### src/rtl/z80_bus_initiator.sv
// z80_bus_initiator: turns request/response transactions into Z80 bus cycles
// (M1 fetch, memory read/write, I/O read/write), one T-state per CLK.
// Handles nWAIT wait states and aborts after 256 consecutive TW states.
// Build option: define Z80_REFRESH_EN to drive a DRAM refresh address from a
// 7-bit R counter in fetch T3/T4.
module z80_bus_initiator (
   input  logic        CLK,
   input  logic        RST,
   input  logic        REQ_VALID,
   output logic        REQ_READY,
   input  logic [2:0]  REQ_TYPE,
   input  logic [15:0] REQ_ADDR,
   input  logic [7:0]  REQ_WDATA,
   output logic        RSP_VALID,
   output logic [7:0]  RSP_RDATA,
   output logic        RSP_ERR,
   output logic [15:0] A,
   output logic [7:0]  D_OUT,
   output logic        D_OE,
   input  logic [7:0]  D_IN,
   input  logic        nWAIT,
   output logic        nMREQ,
   output logic        nIORQ,
   output logic        nRD,
   output logic        nWR,
   output logic        nM1,
   output logic        nRFSH
);

   typedef enum logic [2:0] {StIdle, StT1, StT2, StTwa, StTw, StT3, StT4} state_t;

   state_t      state_q, state_d;
   logic [2:0]  typ_q, typ_n;
   logic [15:0] addr_q, addr_n;
   logic [7:0]  wdata_q, wdata_n;
   logic [7:0]  rdata_q;
   logic [7:0]  wait_cnt_q;
   logic        accept, done, abort;
   logic        is_fetch, is_mem, is_io, is_rd, is_wr, is_rsvd;
   logic [15:0] a_d;
   logic [7:0]  dout_d;
   logic        doe_d, mreq_n_d, iorq_n_d, rd_n_d, wr_n_d, m1_n_d, rfsh_n_d;
`ifdef Z80_REFRESH_EN
   logic [6:0]  r_q;
`endif

   assign REQ_READY = (state_q == StIdle) && !RST;
   assign accept    = (state_q == StIdle) && REQ_VALID;

   // The T1 outputs are computed on the accept edge, before the latches load.
   assign typ_n   = accept ? REQ_TYPE  : typ_q;
   assign addr_n  = accept ? REQ_ADDR  : addr_q;
   assign wdata_n = accept ? REQ_WDATA : wdata_q;

   assign is_fetch = (typ_n == 3'd0);
   assign is_mem   = (typ_n == 3'd1) || (typ_n == 3'd2);
   assign is_io    = (typ_n == 3'd3) || (typ_n == 3'd4);
   assign is_rd    = (typ_n == 3'd1) || (typ_n == 3'd3);
   assign is_wr    = (typ_n == 3'd2) || (typ_n == 3'd4);
   assign is_rsvd  = (typ_n > 3'd4);

   // Next T-state; done marks a normal final T-state, abort a wait timeout.
   always_comb begin
      state_d = state_q;
      done    = 1'b0;
      abort   = 1'b0;
      unique case (state_q)
         StIdle: if (REQ_VALID) state_d = StT1;
         StT1:   state_d = StT2;
         StT2: begin
            if (is_io)                    state_d = StTwa;
            else if (!is_rsvd && !nWAIT)  state_d = StTw;
            else                          state_d = StT3;
         end
         StTwa:  state_d = nWAIT ? StT3 : StTw;
         StTw: begin
            if (nWAIT) begin
               state_d = StT3;
            end else if (wait_cnt_q == 8'hFF) begin
               state_d = StIdle;
               abort   = 1'b1;
            end
         end
         StT3: begin
            if (is_fetch) begin
               state_d = StT4;
            end else begin
               state_d = StIdle;
               done    = 1'b1;
            end
         end
         StT4: begin
            state_d = StIdle;
            done    = 1'b1;
         end
         default: state_d = StIdle;
      endcase
   end

   // Bus values for the T-state being entered; registered below.
   always_comb begin
      a_d      = A;
      dout_d   = D_OUT;
      doe_d    = 1'b0;
      mreq_n_d = 1'b1;
      iorq_n_d = 1'b1;
      rd_n_d   = 1'b1;
      wr_n_d   = 1'b1;
      m1_n_d   = 1'b1;
      rfsh_n_d = 1'b1;
      unique case (state_d)
         StIdle: ;
         StT1: begin
            a_d    = addr_n;
            m1_n_d = !is_fetch;
            doe_d  = is_wr;
            if (is_wr) dout_d = wdata_n;
         end
         StT2, StTwa, StTw: begin
            a_d      = addr_n;
            doe_d    = is_wr;
            mreq_n_d = !(is_fetch || is_mem);
            iorq_n_d = !is_io;
            rd_n_d   = !(is_fetch || is_rd);
            wr_n_d   = !is_wr;
            m1_n_d   = !is_fetch;
         end
         StT3: begin
            if (is_fetch) begin
`ifdef Z80_REFRESH_EN
               a_d      = {9'b0, r_q};
               mreq_n_d = 1'b0;
               rfsh_n_d = 1'b0;
`else
               a_d      = addr_n;
`endif
            end else begin
               a_d      = addr_n;
               doe_d    = is_wr;
               mreq_n_d = !is_mem;
               iorq_n_d = !is_io;
               rd_n_d   = !is_rd;
               wr_n_d   = !is_wr;
            end
         end
         StT4: begin
`ifdef Z80_REFRESH_EN
            rfsh_n_d = 1'b0;
`else
            a_d      = addr_n;
`endif
         end
         default: ;
      endcase
   end

   // State, request latches, registered bus outputs and the response pulse.
   always_ff @(posedge CLK) begin
      if (RST) begin
         state_q    <= StIdle;
         typ_q      <= 3'd0;
         addr_q     <= 16'h0000;
         wdata_q    <= 8'h00;
         rdata_q    <= 8'h00;
         wait_cnt_q <= 8'h00;
         A          <= 16'h0000;
         D_OUT      <= 8'h00;
         D_OE       <= 1'b0;
         nMREQ      <= 1'b1;
         nIORQ      <= 1'b1;
         nRD        <= 1'b1;
         nWR        <= 1'b1;
         nM1        <= 1'b1;
         nRFSH      <= 1'b1;
         RSP_VALID  <= 1'b0;
         RSP_RDATA  <= 8'h00;
         RSP_ERR    <= 1'b0;
`ifdef Z80_REFRESH_EN
         r_q        <= 7'd0;
`endif
      end else begin
         state_q <= state_d;
         if (accept) begin
            typ_q   <= REQ_TYPE;
            addr_q  <= REQ_ADDR;
            wdata_q <= REQ_WDATA;
         end
         wait_cnt_q <= (state_q == StTw && state_d == StTw) ? wait_cnt_q + 8'd1 : 8'h00;
         // Fetch data is taken on the edge leaving the last T2/TW.
         if (is_fetch && (state_q == StT2 || state_q == StTw) && state_d == StT3) begin
            rdata_q <= D_IN;
         end
         A     <= a_d;
         D_OUT <= dout_d;
         D_OE  <= doe_d;
         nMREQ <= mreq_n_d;
         nIORQ <= iorq_n_d;
         nRD   <= rd_n_d;
         nWR   <= wr_n_d;
         nM1   <= m1_n_d;
         nRFSH <= rfsh_n_d;
         RSP_VALID <= done || abort;
         if (abort) begin
            RSP_RDATA <= 8'hFF;
            RSP_ERR   <= 1'b1;
         end else if (done) begin
            RSP_ERR   <= is_rsvd;
            RSP_RDATA <= is_fetch ? rdata_q : (is_rd ? D_IN : 8'hFF);
         end
`ifdef Z80_REFRESH_EN
         if (done && is_fetch) r_q <= r_q + 7'd1;
`endif
      end
   end

endmodule

### config.mk
export PLATFORM = sky130hd
export DESIGN_NAME = z80_bus_initiator
export DESIGN_NICKNAME = d
export VERILOG_FILES = /design/src/rtl/z80_bus_initiator.sv
export SDC_FILE = /design/constraint.sdc
export NUM_CORES = 1
export LEC_CHECK = 0
export CAP_MARGIN = 20
export CELL_PAD_IN_SITES_DETAIL_PLACEMENT = 1
export CELL_PAD_IN_SITES_GLOBAL_PLACEMENT = 2
export CORE_AREA = 2 2 114 116
export CTS_CLUSTER_DIAMETER = 100
export DETAILED_ROUTE_END_ITERATION = 8
export DIE_AREA = 0 0 116 118
export GPL_TIMING_DRIVEN = 0
export PLACE_DENSITY = 0.77
export SLEW_MARGIN = 20
export SYNTH_ARGS = -nofsm -noshare
export SYNTH_HDL_FRONTEND = slang
export SYNTH_SLANG_ARGS = --single-unit
### constraint.sdc
create_clock -name CLK -period 3.5 [get_ports CLK]
set_input_delay 0.875 -clock CLK [delete_from_list [all_inputs] [get_ports CLK]]
set_output_delay 0.875 -clock CLK [all_outputs]
set_load 0.1 [all_outputs]
==> results.cfg, run 1 <==
[clocking]
cts_tree = done
clockBufferDepth = 2
clock_latency_ps = 340
htree_levels = 3
clock-sinks = 86
cts_root_buf = clkbuf_16
hold_buffers = 0
cts_made_buffers = 9
cts_setup_buffers = 0
cts_resized = 7
path_clk_slew_ps = 50

[power_and_ir_drop]
peakVddDrop_mv = 0.307
power_per_cell_area_nw_per_um2 = 745
power.leakage_uw = 0.00176

[routing]
ant_nets = 0
wl_per_cell_um = 14.8
first_pass_iters = 4
wirelength_um = 9940
drc = 0
viasPerCell = 4.65
vias = 3122
drtIter0Drc = 105

[cells_and_area]
antennaDiodeCount = 0
fin_nets = 537
layout-drive-gt1-share_pct = 11.4
finalNonFillerCells = 672
area_growth_pct = 34.1

[global_route]
grt_pass1_wl_um = 16600
grt-ovfl-total = 0
antenna_found_initial = 0
grt_max_degree = 15
grt_pass1_vias = 3287
grt_usage_pct = 15.3

[sta]
period_share_pct = 95.2
max_slew_margin_pct = 31.3
fin_skew_ps = 8.87
setup_violations = 0
rsz0062_at_grt = no
slew_violations = 0
tightest_slew_ps = 1020
fmax_mhz = 300
finalSetupTns_ps = 0
finalHoldViolCount = 0
period_needed_ps = 3330

[hold_path]
hold_path_class = reg2reg

[logic_synthesis]
synth_edf_count = 0
yosysUniqueCellTypes = 55
synth-seq-area-share_pct = 46.9
ys_warn_count = 0
avgSynthCellArea_um2 = 8.95
ys_ff_latch = 86
synthTopCellsByArea = dfxtp_1, nand2_1, a21oi_1
synth_top_area_share_pct = 46.9
synth_nets = 450
synthFlopType = dfxtp_1
synth_area_um2 = 3670
yosys.area.top_type = dfxtp_1
syn_inst = 410
ys_async_sr_fraction_pct = 0

[setup_path]
cp_max_fo = 14
crit_required_ps = 2620
reg2reg_to = RSP_RDATA[4]
cp-start-kind = input pin
r2r_start = state_q[2]
startpoint = RST
rr_worst_depth = 5
reg2reg_slack_ps = 820
crit_type = in2out
critPathCaptureType = output pin
arrival_ps = 2460
endpoint = REQ_READY

[outcome]
outcome = finished clean

[die]
fp.dieW_um = 116
initial_core_util_pct = 29.6
ios = 81
design.core.area_um2 = 12400
die_h_um = 118
rows = 41
dieArea_um2 = 13700

[placement]
dp_cells = 659
place_congestion = 0.772
dpl.hpwl_um = 7380
portBuffers = 77

[run]
cap_violations = 0
## critical path, cell delays in order
cell	delay (ps)
clkdlybuf4s50_1	690
clkbuf_2	360
nor4_4	190
buf_4	330
## placed cells by master (no fill, tap or decap), types with 2 or more instances in the layout
master	n
a221oi_1	9
nor2_1	23
nand2b_1	12
clkinv_2	2
xor2_1	3
mux2_2	6
clkbuf_1	15
clkbuf_16	9
buf_4	3
nand3b_1	3
nand2_1	65
nor3b_1	2
inv_1	13
nor3_1	7
o21ai_0	18
buf_6	2
mux2i_1	2
a21oi_1	43
dfxtp_1	86
o21ai_1	2
clkdlybuf4s50_1	76
nand3_1	12
nor3_2	2
buf_2	8
a211oi_1	3
nor2b_1	16
mux2_4	10
xnor2_1	5
o21a_1	2
or3b_2	2
o22ai_1	8
and2_1	2
## area by class of cell
class | instances | area, um^2
buffer | 29 | 159
timing repair buffer | 77 | 768
clock inverter | 4 | 26.3
sequential | 86 | 1720
inverter | 13 | 48.8
tap | 172 | 215
multi-input combinational | 281 | 1750
clock buffer | 10 | 229
fill | 1463 | 7490
## worst min-delay path by stage
| stage | depth (start not counted) | slack, ps | end | startpoint |
|---|---|---|---|---|
| finish | 1 | 440 | wait_cnt_q[0] | wait_cnt_q[0] |
| global route | 2 | 490 | addr_q[8] | addr_q[8] |
| CTS | 1 | 450 | wait_cnt_q[0] | wait_cnt_q[0] |
| detailed placement | 1 | 440 | wait_cnt_q[0] | wait_cnt_q[0] |
| global placement | 1 | 430 | wait_cnt_q[0] | wait_cnt_q[0] |
| floorplan | 1 | 420 | wait_cnt_q[0] | wait_cnt_q[0] |
## routing by layer
metal	global-route usage, %	part of all wire, %
met3	2.88	3.0
met1	19.8	47
met2	25.2	49
met4	5.36	1.4
met5	0	0
## power by group
group | internal (uW) | switching, uW | total (uW) | leakage [uW]
Sequential | 1120 | 53.9 | 1170 | 0.000700
Clock | 471 | 376 | 848 | 0.000124
Combinational | 512 | 1130 | 1650 | 0.000932
Total | 2100 | 1560 | 3670 | 0.00176
## flip-flops by register name, summed over array words and instances, names as in the netlist, 3 cells and up
register,cells
addr_q,16
wait_cnt_q,8
D_OUT,8
A,16
RSP_RDATA,8
rdata_q,8
typ_q,3
wdata_q,8
state_q,3
## per-stage QoR
step / power [uW] / hold WS, ps / utilization (%) / area [um^2] / setup WS, ps
3_5_place_dp: 2850 / 440 / 37.6 / 4670 / -904
6_report: 3670 / 443 / 39.6 / 4920 / 168
3_3_place_gp: 2840 / 429 / 37.6 / 4670 / -888
5_1_grt: 3850 / 486 / 39.6 / 4920 / 62.3
2_1_floorplan: 2440 / 418 / - / 3680 / 357
4_1_cts: 3710 / 453 / 39.6 / 4920 / 125
## kinds of logic (layout without fill, tap and decap cells)
family                     after synthesis  count (layout)  share of synthesized area, %
and+or+nand+nor                        160             160                          22.6
muxes                                   19              19                          7.09
DFF                                     86              86                          46.9
xor gates and xnor gates                 8               8                          1.91
buffers and inverters                   43             133                          5.73
other                                    1               1                         0.102
adders and majority gates                1               1                         0.341
AOI/OAI and AO/OA                       92              92                          15.3
## Yosys cell counts, types with 3 or more instances
cell type and n:
mux2_2 6, a211oi_1 3, dfxtp_1 86, buf_2 8, mux2_4 10, xnor2_1 5, nand2b_1 12, clkbuf_1 16
o21ai_0 18, nor2_1 23, nand2_1 65, inv_1 13, xor2_1 3, nor3_1 7, nand3b_1 3, a221oi_1 9
o22ai_1 8, a21oi_1 43, nand3_1 12, nor2b_1 16
(Power assumes the default switching activity.)
==> run 2, diff against run 1 <==
Settings changed: CELL_PAD_IN_SITES_GLOBAL_PLACEMENT 2 to 1, CORE_AREA 2 2 114 116 to 2 2 103 105, DIE_AREA 0 0 116 118 to 0 0 105 107, PLACE_DENSITY 0.77 to 0.76.
==> run 2 against run 1 <==
  * Clock power decreased by 15%
  * First-iteration DRC count increased by 1.9%
  * Power decreased by 3.5%
  * Via count increased by 0.74%
  * Hold slack improved by 13 ps
  * Critical path depth unchanged
  * Critical path type unchanged
==> results.cfg, run 2 (same netlist as run 1, synthesis figures left out) <==
[hold_path]
hold_path_class = reg2reg
hold_depth = 1
hold_start = wait_cnt_q[0]
hold_end = wait_cnt_q[0]

[setup_path]
cp_max_fo = 14
cp-start-kind = input pin
crit_chain = clkdlybuf4s50_1 -> clkbuf_2 -> nor4_4 -> clkbuf_4
slowest_delay_ps = 690
crit_required_ps = 2620
reg2reg_slack_ps = 890
arrival_ps = 2520
reg2reg_to = RSP_RDATA[7]
rr_worst_depth = 5
critPathSlowestCell = clkdlybuf4s50_1
r2r_start = state_q[2]
crit_type = in2out
critPathCaptureType = output pin

[routing]
ant_nets = 0
viasPerCell = 4.93
wirelength_um = 9740
wl_per_cell_um = 15.3
vias = 3145
drtIter0Drc = 107
drc = 0
first_pass_iters = 4

[cells_and_area]
layout_common_cells = dfxtp_1, clkdlybuf4s50_1, nand2_1
area_growth_pct = 31.5
reg.largest.list = A: 16 flops, addr_q: 16 flops
regArea_um2 = 1720
final_common_cell = dfxtp_1
fin_nets = 537
fill_cells = 1230
multi_input_area_um2 = 1750
layout-drive-gt1-share_pct = 12.0
antennaDiodeCount = 0

[global_route]
grt_pass1_wl_um = 16300
grt_pass1_vias = 3298
antenna_found_initial = 0
grt_max_degree = 17
grt-ovfl-total = 0
grt_usage_pct = 18.2

[sta]
setup_violations = 0
max_slew_margin_pct = 32.7
rsz0062_at_grt = no
tightest_slew_ps = 1010
setup_ws_ps = 107
fmax_mhz = 295
period_share_pct = 96.9
fin_skew_ps = 14.0
period_needed_ps = 3390
slew_violations = 0
finalHoldViolCount = 0

[placement]
dpl.hpwl_um = 7170
place_congestion = 0.858
portBuffers = 77
dp_slack_ps = -880

[power_and_ir_drop]
power_per_cell_area_nw_per_um2 = 733
peakVddDrop_mv = 0.381
power_uw = 3540
power.leakage_uw = 0.00174

[die]
rows = 37
die_h_um = 107
dieArea_um2 = 11200
ios = 81
design.core.area_um2 = 10100
initial_core_util_pct = 36.4
fp.dieW_um = 105

[run]
cap_violations = 0

[clocking]
clock-sinks = 86
cts_tree = done
path_clk_slew_ps = 80
clock_latency_ps = 370
htree_levels = 3
clockBufferDepth = 2
cts_root_buf = clkbuf_8
cts_made_buffers = 9

[outcome]
outcome = finished clean
## run 2: timing repair
item,CTS,global route
endpoints found under the setup margin,1,1
gates resized for setup,6,1
gates cloned,0,0
hold buffers,0,0
setup buffers,0,0
## run 2: area by class of cell
type	instances	share of cell area (%)
Buffer	29	3.29
Sequential cell	86	35.7
Clock inverter	7	1.69
Inverter	13	1.01
Multi-Input combinational cell	281	36.3
Clock buffer	9	2.57
Tap cell	136	3.53
Timing Repair Buffer	77	15.9
## run 2: worst max-delay path by stage
stage          from   endpoint  slack (ps)  depth (start not counted)
4_1_cts         RST  REQ_READY          20                          4
3_3_place_gp    RST  REQ_READY        -850                          5
6_report        RST  REQ_READY         110                          4
3_5_place_dp    RST  REQ_READY        -880                          5
2_1_floorplan   RST  REQ_READY         360                          3
5_1_grt         RST  REQ_READY          30                          4
## run 2: worst max-delay path: cells and delay by family
kind	cells	cell delay, ps
and+or+nand+nor	1	210
buffers and inverters	3	1430
## run 2: per-stage QoR
stage | utilization, % | instances | setup TNS, ps | area, um^2 | hold WS [ps]
4_1_cts | 47.8 | 638 | 0 | 4820 | 457
6_report | 47.8 | 638 | 0 | 4820 | 457
3_5_place_dp | 45.8 | 623 | -975 | 4620 | 440
5_1_grt | 47.8 | 638 | 0 | 4820 | 478
3_3_place_gp | 45.8 | 623 | -847 | 4620 | 430
2_1_floorplan | - | 410 | 0 | 3680 | 418
## run 2: metal layers
metal	global-route usage [%]	routed length [um]	vias to the layer above
met4	7.14	186	0
met3	3.77	284	16
met2	30.8	4680	50
li1	-	-	1571
met1	22.6	4580	1508
met5	0	0	-
## run 2: power by group
group / switching, uW / total [uW] / internal [uW]
Combinational: 1130 / 1640 / 511
Sequential: 53.3 / 1170 / 1120
Clock: 382 / 722 / 340
Total: 1570 / 3540 / 1970
==> run 3, diff against run 2 <==
Settings changed: GPL_TIMING_DRIVEN 0 to 1, SLEW_MARGIN 20 to unset.
==> run 3 against run 2 <==
  * Die area unchanged
  * Combinational power decreased by 6%
  * Non-clock buffer count decreased by 18
  * Sequential share of layout area increased by 1.3 points
  * Cell count decreased by 3.0%
  * Core utilization decreased by 1.7 points
  * Largest cell class unchanged
  * Setup slack improved by 400 ps
  * Global-route usage decreased by 0.52 points
  * Routed wire length decreased by 3.7%
  * Power decreased by 2.1%
  * Clock power decreased by 2%
  * Critical path type is now in2reg
==> results.cfg, run 3 (same netlist as run 1, synthesis figures left out) <==
[die]
design.core.area_um2 = 10100
ios = 81
dieArea_um2 = 11200
fp.dieW_um = 105
rows = 37
die_h_um = 107
initial_core_util_pct = 36.4

[global_route]
grt_pass1_vias = 3218
grt_max_degree = 77
grt_usage_pct = 17.7
antenna_found_initial = 0
grt-ovfl-total = 0
grt_pass1_wl_um = 16000

[setup_path]
reg2reg_to = A[8]
crit_type = in2reg
cp_max_fo = 16
rr_worst_depth = 5
cp-start-kind = input pin
arrival_ps = 3250
crit_required_ps = 3760
critPathCaptureType = register
slowest_delay_ps = 510
crit_chain = clkdlybuf4s50_1 -> or4b_4 -> mux2i_4 -> a211oi_4 -> nand3_4 -> mux2_4
critPathSlowestCell = clkdlybuf4s50_1
reg2reg_slack_ps = 890
r2r_start = state_q[2]

[sta]
fmax_mhz = 334
setup_ws_ps = 507
finalHoldViolCount = 0
fin_skew_ps = 14.5
max_slew_margin_pct = 49.6
tightest_slew_ps = 756
period_share_pct = 85.5
slew_violations = 0
finalSetupTns_ps = 0
rsz0062_at_grt = no
period_needed_ps = 2990
setup_violations = 0

[clocking]
cts_made_buffers = 9
clockBufferDepth = 2
cts_resized = 0
cts_setup_buffers = 0
path_clk_slew_ps = 90
hold_buffers = 0
clock-sinks = 86
clock_latency_ps = 370
htree_levels = 3
cts_tree = done
cts_root_buf = clkbuf_8

[hold_path]
hold_start = wait_cnt_q[0]
hold_end = wait_cnt_q[0]
hold_depth = 1
hold_path_class = reg2reg

[placement]
portBuffers = 79
dpl_cell_area_um2 = 4460
dpl.hpwl_um = 6500
place_congestion = 0.732
dp_slack_ps = 108

[power_and_ir_drop]
power.leakage_uw = 0.00177
power_per_cell_area_nw_per_um2 = 744
peakVddDrop_mv = 0.380

[outcome]
outcome = finished clean

[routing]
drc = 0
wirelength_um = 9380
drtIter0Drc = 85
wl_per_cell_um = 15.2
ant_nets = 0
viasPerCell = 4.99
first_pass_iters = 4
vias = 3087

[cells_and_area]
fin_area_um2 = 4650
layout_common_cells = dfxtp_1, nand2_1, buf_4
area_growth_pct = 26.8
regArea_um2 = 1720
multi_input_area_um2 = 1750
reg.largest.list = A: 16 flops, addr_q: 16 flops
fill_cells = 1224
layout-drive-gt1-share_pct = 19.7
fin_nets = 519
antennaDiodeCount = 0
final_common_cell = dfxtp_1

[run]
cap_violations = 0
-- run 3: cell count changes in the layout (fill, tap and decap cells not counted), sizes merged --
cell / previous run / this run
clkdlybuf4s50: 76 / 37
buf: 14 / 51
clkbuf: 25 / 10
clkinv: 4 / 3
inv: 15 / 14
-- run 3: worst max path at each step --
stage	from	to
2_1_floorplan	RST	REQ_READY
3_3_place_gp	REQ_VALID	A[8]
3_5_place_dp	REQ_VALID	A[10]
4_1_cts	REQ_VALID	A[10]
5_1_grt	REQ_VALID	A[9]
6_report	REQ_VALID	A[8]
-- run 3: metal layers --
| layer | track usage [%] | share of wire [%] | vias up |
|---|---|---|---|
| li1 | - | - | 1538 |
| met1 | 22.4 | 47 | 1486 |
| met2 | 29.5 | 48 | 48 |
| met3 | 3.77 | 2.8 | 15 |
| met4 | 6.76 | 2.0 | 0 |
| met5 | 0 | 0 | - |
-- run 3: layout make-up --
type / count / share of cell area [%]
inverter: 13 / 1.05
multi-input combinational: 281 / 37.7
tap: 136 / 3.66
clock buffer: 10 / 2.96
clock inverter: 5 / 1.24
sequential: 86 / 37.0
timing repair buffer: 88 / 16.4
-- run 3: report_power, final --
group | internal (uW) | switching [uW] | total [uW]
clock | 347 | 358 | 704
sequential | 1120 | 102 | 1220
combinational | 466 | 1070 | 1540
total | 1930 | 1530 | 3460
-- run 3: worst max-delay path: cells and delay by family --
family	cells	cell delay, ps
compound gates	1	390
mux	2	620
buf+inv	1	510
simple gates	2	850
-- run 3: per-stage QoR --
stage          total power, uW  utilization [%]  std cells  hold slack [ps]
2_1_floorplan             2440                -        410              418
3_3_place_gp              2760             44.1        604              429
3_5_place_dp              2790             44.1        604              444
4_1_cts                   3500             46.1        619              458
5_1_grt                   3650             46.1        619              477
6_report                  3460             46.1        619              451
==> variant 1, RTL diff (settings of run 2) <==
Reset style: asynchronous (`RST`), changed in one clocked block.
--- a/src/rtl/z80_bus_initiator.sv
+++ b/src/rtl/z80_bus_initiator.sv
@@ -155,7 +155,7 @@
    end
 
    // State, request latches, registered bus outputs and the response pulse.
-   always_ff @(posedge CLK) begin
+   always_ff @(posedge CLK or posedge RST) begin
       if (RST) begin
          state_q    <= StIdle;
          typ_q      <= 3'd0;
Check against the original RTL: differs if RST is asserted again (counterexample within 4 cycles, from zero or initial values and one cycle with RST high); with RST held inactive, the same outputs for 10 cycles.
==> variant 1 against run 2 <==
  * Maximum frequency is 1.4% higher
  * Routed wire length is 13% lower
  * Hold slack better by 0.042 ns
  * Critical path type unchanged
  * Final cell count fell by 20%
  * Design area is 1.9% higher
  * Critical path depth fell by 1
  * Sequential cell count did not move
  * Area after synthesis is 0.10% higher
  * Sequential share of layout area increased by 8.2 points
  * Setup slack improved by 0.047 ns
Power is not shown: default switching activity piles up to over one toggle a cycle in this logic, so the estimate is an artifact.
==> variant 1: results (changes against run 2) <==
stage;metric;value;unit;change
synthesis;Post-Syn Instances;277;;was 410
synthesis;compound-gate portion of the synthesized area;8.245;%;was 15.31%
synthesis;Area contributors post-synth;dfrtp_1 55%, mux2_2 18%, dfstp_2 3.6%;;was dfxtp_1 47%, nand2_1 6.7%, a21oi_1 5.9%
worst_hold_path;Hold EP;addr_q[1];;was wait_cnt_q[0]
place;placed cell count;493;;was 623
global_route;M2 GR Usage;25.97;%;was 30.84%
timing;hold slack;0.4990;ns;was 0.4566 ns
setup_path;CP max FO;2;;was 14
synthesis;post-synthesis sequential area ratio;58.77;%;was 46.93%
place;GPL Wtd Cong;0.7722;;was 0.8577
place;Area after DPL;0.004669;mm2;was 0.004624 mm2
detailed_routing;DRT Wirelength;8442;um;was 9740 um
cells_and_area;Layout area overhead;33.87;%;was 31.51%
setup_path;reg2reg end;A[14];;was RSP_RDATA[7]
cells_and_area;fillers;1083;;was 1,230
synthesis;post-synthesis mux area share;18.06;%;was 7.094%
place;pre-CTS setup slack;-0.1530;ns;was -0.8795 ns
outcome;status;complete, no violations;;unchanged
global_route;met1 GRT Util;20.04;%;was 22.64%
synthesis;asr flop ratio synth;100.0;%;was 0%
synthesis;XOR/XNOR Fraction of Synth Area;2.147;%;was 1.910%
global_route;number of global-route vias before repair;2747;;was 3,298
global_route;global-route wire length before repair;13950;um;was 16,260 um
clocking;clock insertion delay at the later pin of the skew report;0.35;ns;was 0.37 ns
global_route;Overall Global Routing Usage;15.84;%;was 18.18%
setup_path;CP peak stage delay;0.90;ns;was 0.69 ns
detailed_routing;initial DRC count;93;;was 107
setup_path;FF-to-FF Start;typ_q[2];;was state_q[2]
synthesis;commonest cells in the netlist;81 x dfrtp_1, 58 x mux2_2, 14 x nor2_1;;was 86 x dfxtp_1, 65 x nand2_1, 43 x a21oi_1, 23 x nor2_1, 18 x o21ai_0
cells_and_area;# nets final;409;;was 537
setup_path;cells on worst reg2reg path;8;;was 5
global_route;met3 Track Usage GR;4.316;%;was 3.769%
synthesis;syn nets;318;;was 450
place;input/output buffers;79;;was 77
synthesis;Adder-Cell Fraction of Synth Area;0.6814;%;was 0.3411%
timing;Max-Slew Margin vs Limit;31.34;%;was 32.74%
worst_hold_path;hold path start;addr_q[1];;was wait_cnt_q[0]
timing;Setup Skew;0.01175;ns;was 0.01398 ns
place;DP HPWL;5886;um;was 7169 um
variant 1: changes by cell type in the layout (fill, tap and decap cells not counted), sizes merged, moves of 12 or more:
cell   before  now
a21oi      43    3
mux2       16   58
dfrtp       0   81
o21ai      20    4
nand2      65    4
dfxtp      86    0
nor2b      16    4
variant 1: how the worst max path moves through the flow:
stage          depth (start not counted)  slack [ns]         to
2_1_floorplan                          1        0.12  REQ_READY
3_3_place_gp                           2       -1.01   D_OUT[6]
3_5_place_dp                           3       -0.15  REQ_READY
4_1_cts                                3        0.14  REQ_READY
5_1_grt                                8        0.08       A[0]
6_report                               3        0.15  REQ_READY
variant 1: layout make-up:
class	instances	share of cell area, %
sequential	86	43.90
buffer	16	1.680
timing repair buffer	80	16.62
clock buffer	11	2.876
clock inverter	5	2.163
inverter	8	0.6617
multi-input combinational	167	28.63
tap	136	3.461
variant 1: metal layers:
layer | routed length (um) | up-vias
met2 | 4009 | 58
met1 | 3882 | 1282
li1 | - | 1174
met5 | 0 | -
met3 | 417 | 11
met4 | 133 | 0
variant 1: cell families after synthesis:
family	count (synthesis)
flops	86
mux	59
fa+ha+maj	2
simple gates	55
compound gates	41
xor+xnor	9
buf+inv	24
other cells	1
variant 1: worst reg2reg max path: cells and delay by family, from the launching register on:
kind,cells,cell delay [ns]
AOI/OAI and AO/OA,1,0.41
buffers and inverters,2,0.62
adders and majority gates,1,0.26
DFF,1,0.36
muxes,1,0.37
and+or+nand+nor,3,1.05
variant 1: what timing repair did:
action / in CTS / in global routing
setup endpoints to repair: 1 / 0
gates resized for setup: 1 / 0
hold endpoints to repair: 0 / 0
==> variant 2, RTL diff (config.mk and constraints of run 2) <==
Made on the original files. The option `Z80_REFRESH_EN` is turned on by a define.
--- a/src/rtl/z80_bus_initiator.sv
+++ b/src/rtl/z80_bus_initiator.sv
@@ -3,6 +3,8 @@
 // Handles nWAIT wait states and aborts after 256 consecutive TW states.
 // Build option: define Z80_REFRESH_EN to drive a DRAM refresh address from a
 // 7-bit R counter in fetch T3/T4.
+`define Z80_REFRESH_EN
+
 module z80_bus_initiator (
    input  logic        CLK,
    input  logic        RST,
Behaviour: not the same (a bounded check fails within 4 cycles, from zero or initial values and one cycle with RST high).
==> variant 2 against run 2 <==
  * Register-to-register slack better by 0.18 ns
  * Area after synthesis is 1.1% higher
  * Non-clock buffer count is 7 higher
  * Setup slack better by 0.065 ns
  * Design area is 1.8% higher
  * Routed wire length is 8.7% higher
  * Clock skew is 0.0010 ns lower
  * Sequential cell count stayed put
Power is not compared: it rests on default switching activity, and its combinational part moved more than twofold at a synthesized area within 25%.
==> variant 2: results (changes against run 2) <==
stage;metric;value;unit;change
synthesis;Avg Inst Size Synth;8.833;um2;was 8.948 um2
cells_and_area;Non-clock buffers;113;;was 106
cells_and_area;fillers;1212;;was 1,230
cells_and_area;# nets final;552;;was 537
synthesis;Netlist cell types;50;;was 55
clocking;setup bufs post-CTS;0;;unchanged
place;pre-CTS setup slack;-0.3862;ns;was -0.8795 ns
place;input/output buffers;80;;was 77
cells_and_area;clock buffer count;10;;was 9
timing;Setup Skew;0.01294;ns;was 0.01398 ns
timing;worst slew pin tran;0.9911;ns;was 1.006 ns
synthesis;post-synthesis mux area share;6.610;%;was 7.094%
place;DP HPWL;7993;um;was 7169 um
cells_and_area;Non-Filler Instances;652;;was 638
detailed_routing;Vias;3389;;was 3,145
global_route;initial antenna violation count;0;;unchanged
global_route;Overall Global Routing Usage;19.22;%;was 18.18%
cells_and_area;NonClk Buf Share;19.82;%;was 19.22%
synthesis;Adder-Cell Fraction of Synth Area;0.6745;%;was 0.3411%
cells_and_area;layout cells sized above 1;9.690;%;was 11.95%
synthesis;compound-gate portion of the synthesized area;16.16;%;was 15.31%
place;placed cell count;636;;was 623
cells_and_area;num sequential;86;;unchanged
outcome;status;complete, no violations;;unchanged
global_route;global-route wire length before repair;17260;um;was 16,260 um
clocking;cts repair resizes;3;;was 6
synthesis;commonest cells in the netlist;86 x dfxtp_1, 55 x nand2_1, 48 x nor2_1, 28 x a21oi_1, 23 x mux2i_1;;was 86 x dfxtp_1, 65 x nand2_1, 43 x a21oi_1, 23 x nor2_1, 18 x o21ai_0
global_route;pin count of the biggest net entering global routing;16;;was 17
synthesis;syn nets;461;;was 450
setup_path;worst path arrival time;2.45;ns;was 2.52 ns
synthesis;post-synthesis sequential area ratio;46.41;%;was 46.93%
place;GPL Wtd Cong;0.8285;;was 0.8577
setup_path;CP max FO;10;;was 14
cells_and_area;ClkCell Share;4.228;%;was 4.253%
synthesis;Area contributors post-synth;dfxtp_1 46%, mux2i_1 6.2%, nand2_1 5.6%;;was dfxtp_1 47%, nand2_1 6.7%, a21oi_1 5.9%
cells_and_area;Non-CTS inverters;4;;was 13
cells_and_area;multi-input gates;297;;was 281
global_route;number of global-route vias before repair;3464;;was 3,298
synthesis;XOR/XNOR Fraction of Synth Area;2.833;%;was 1.910%
cells_and_area;fraction of area in multi-input gates;37.14;%;was 36.31%
## variant 2: cell types whose count changed in the layout (fill, tap and decap cells not counted), moves of 10 or more
cell / delta
nor2_1: +25
o221ai_1: +14
nand2_1: -10
a21oi_1: -15
mux2i_1: +21
nor2b_1: -13
## variant 2: worst max-delay path, cell delays in order
cell and delay [ns]:
clkdlybuf4s50_1 0.48, clkbuf_1 0.29, nor4_4 0.20, clkdlybuf4s15_2 0.60
## variant 2: worst paths after layout
check	from	endpoint	slack, ns	cells past startpoint
max	RST	REQ_READY	0.17	4
min	addr_q[10]	addr_q[10]	0.47	2
max reg2reg	wait_cnt_q[0]	A[14]	1.07	8
min reg2reg	addr_q[10]	addr_q[10]	0.47	2
## variant 2: per-layer routing
metal	vias up	wire length (um)	global-route usage, %
li1	1670	-	-
met3	15	384	2.432
met5	-	0	0
met4	0	159	6.857
met2	65	5247	33.91
met1	1639	4799	24.12
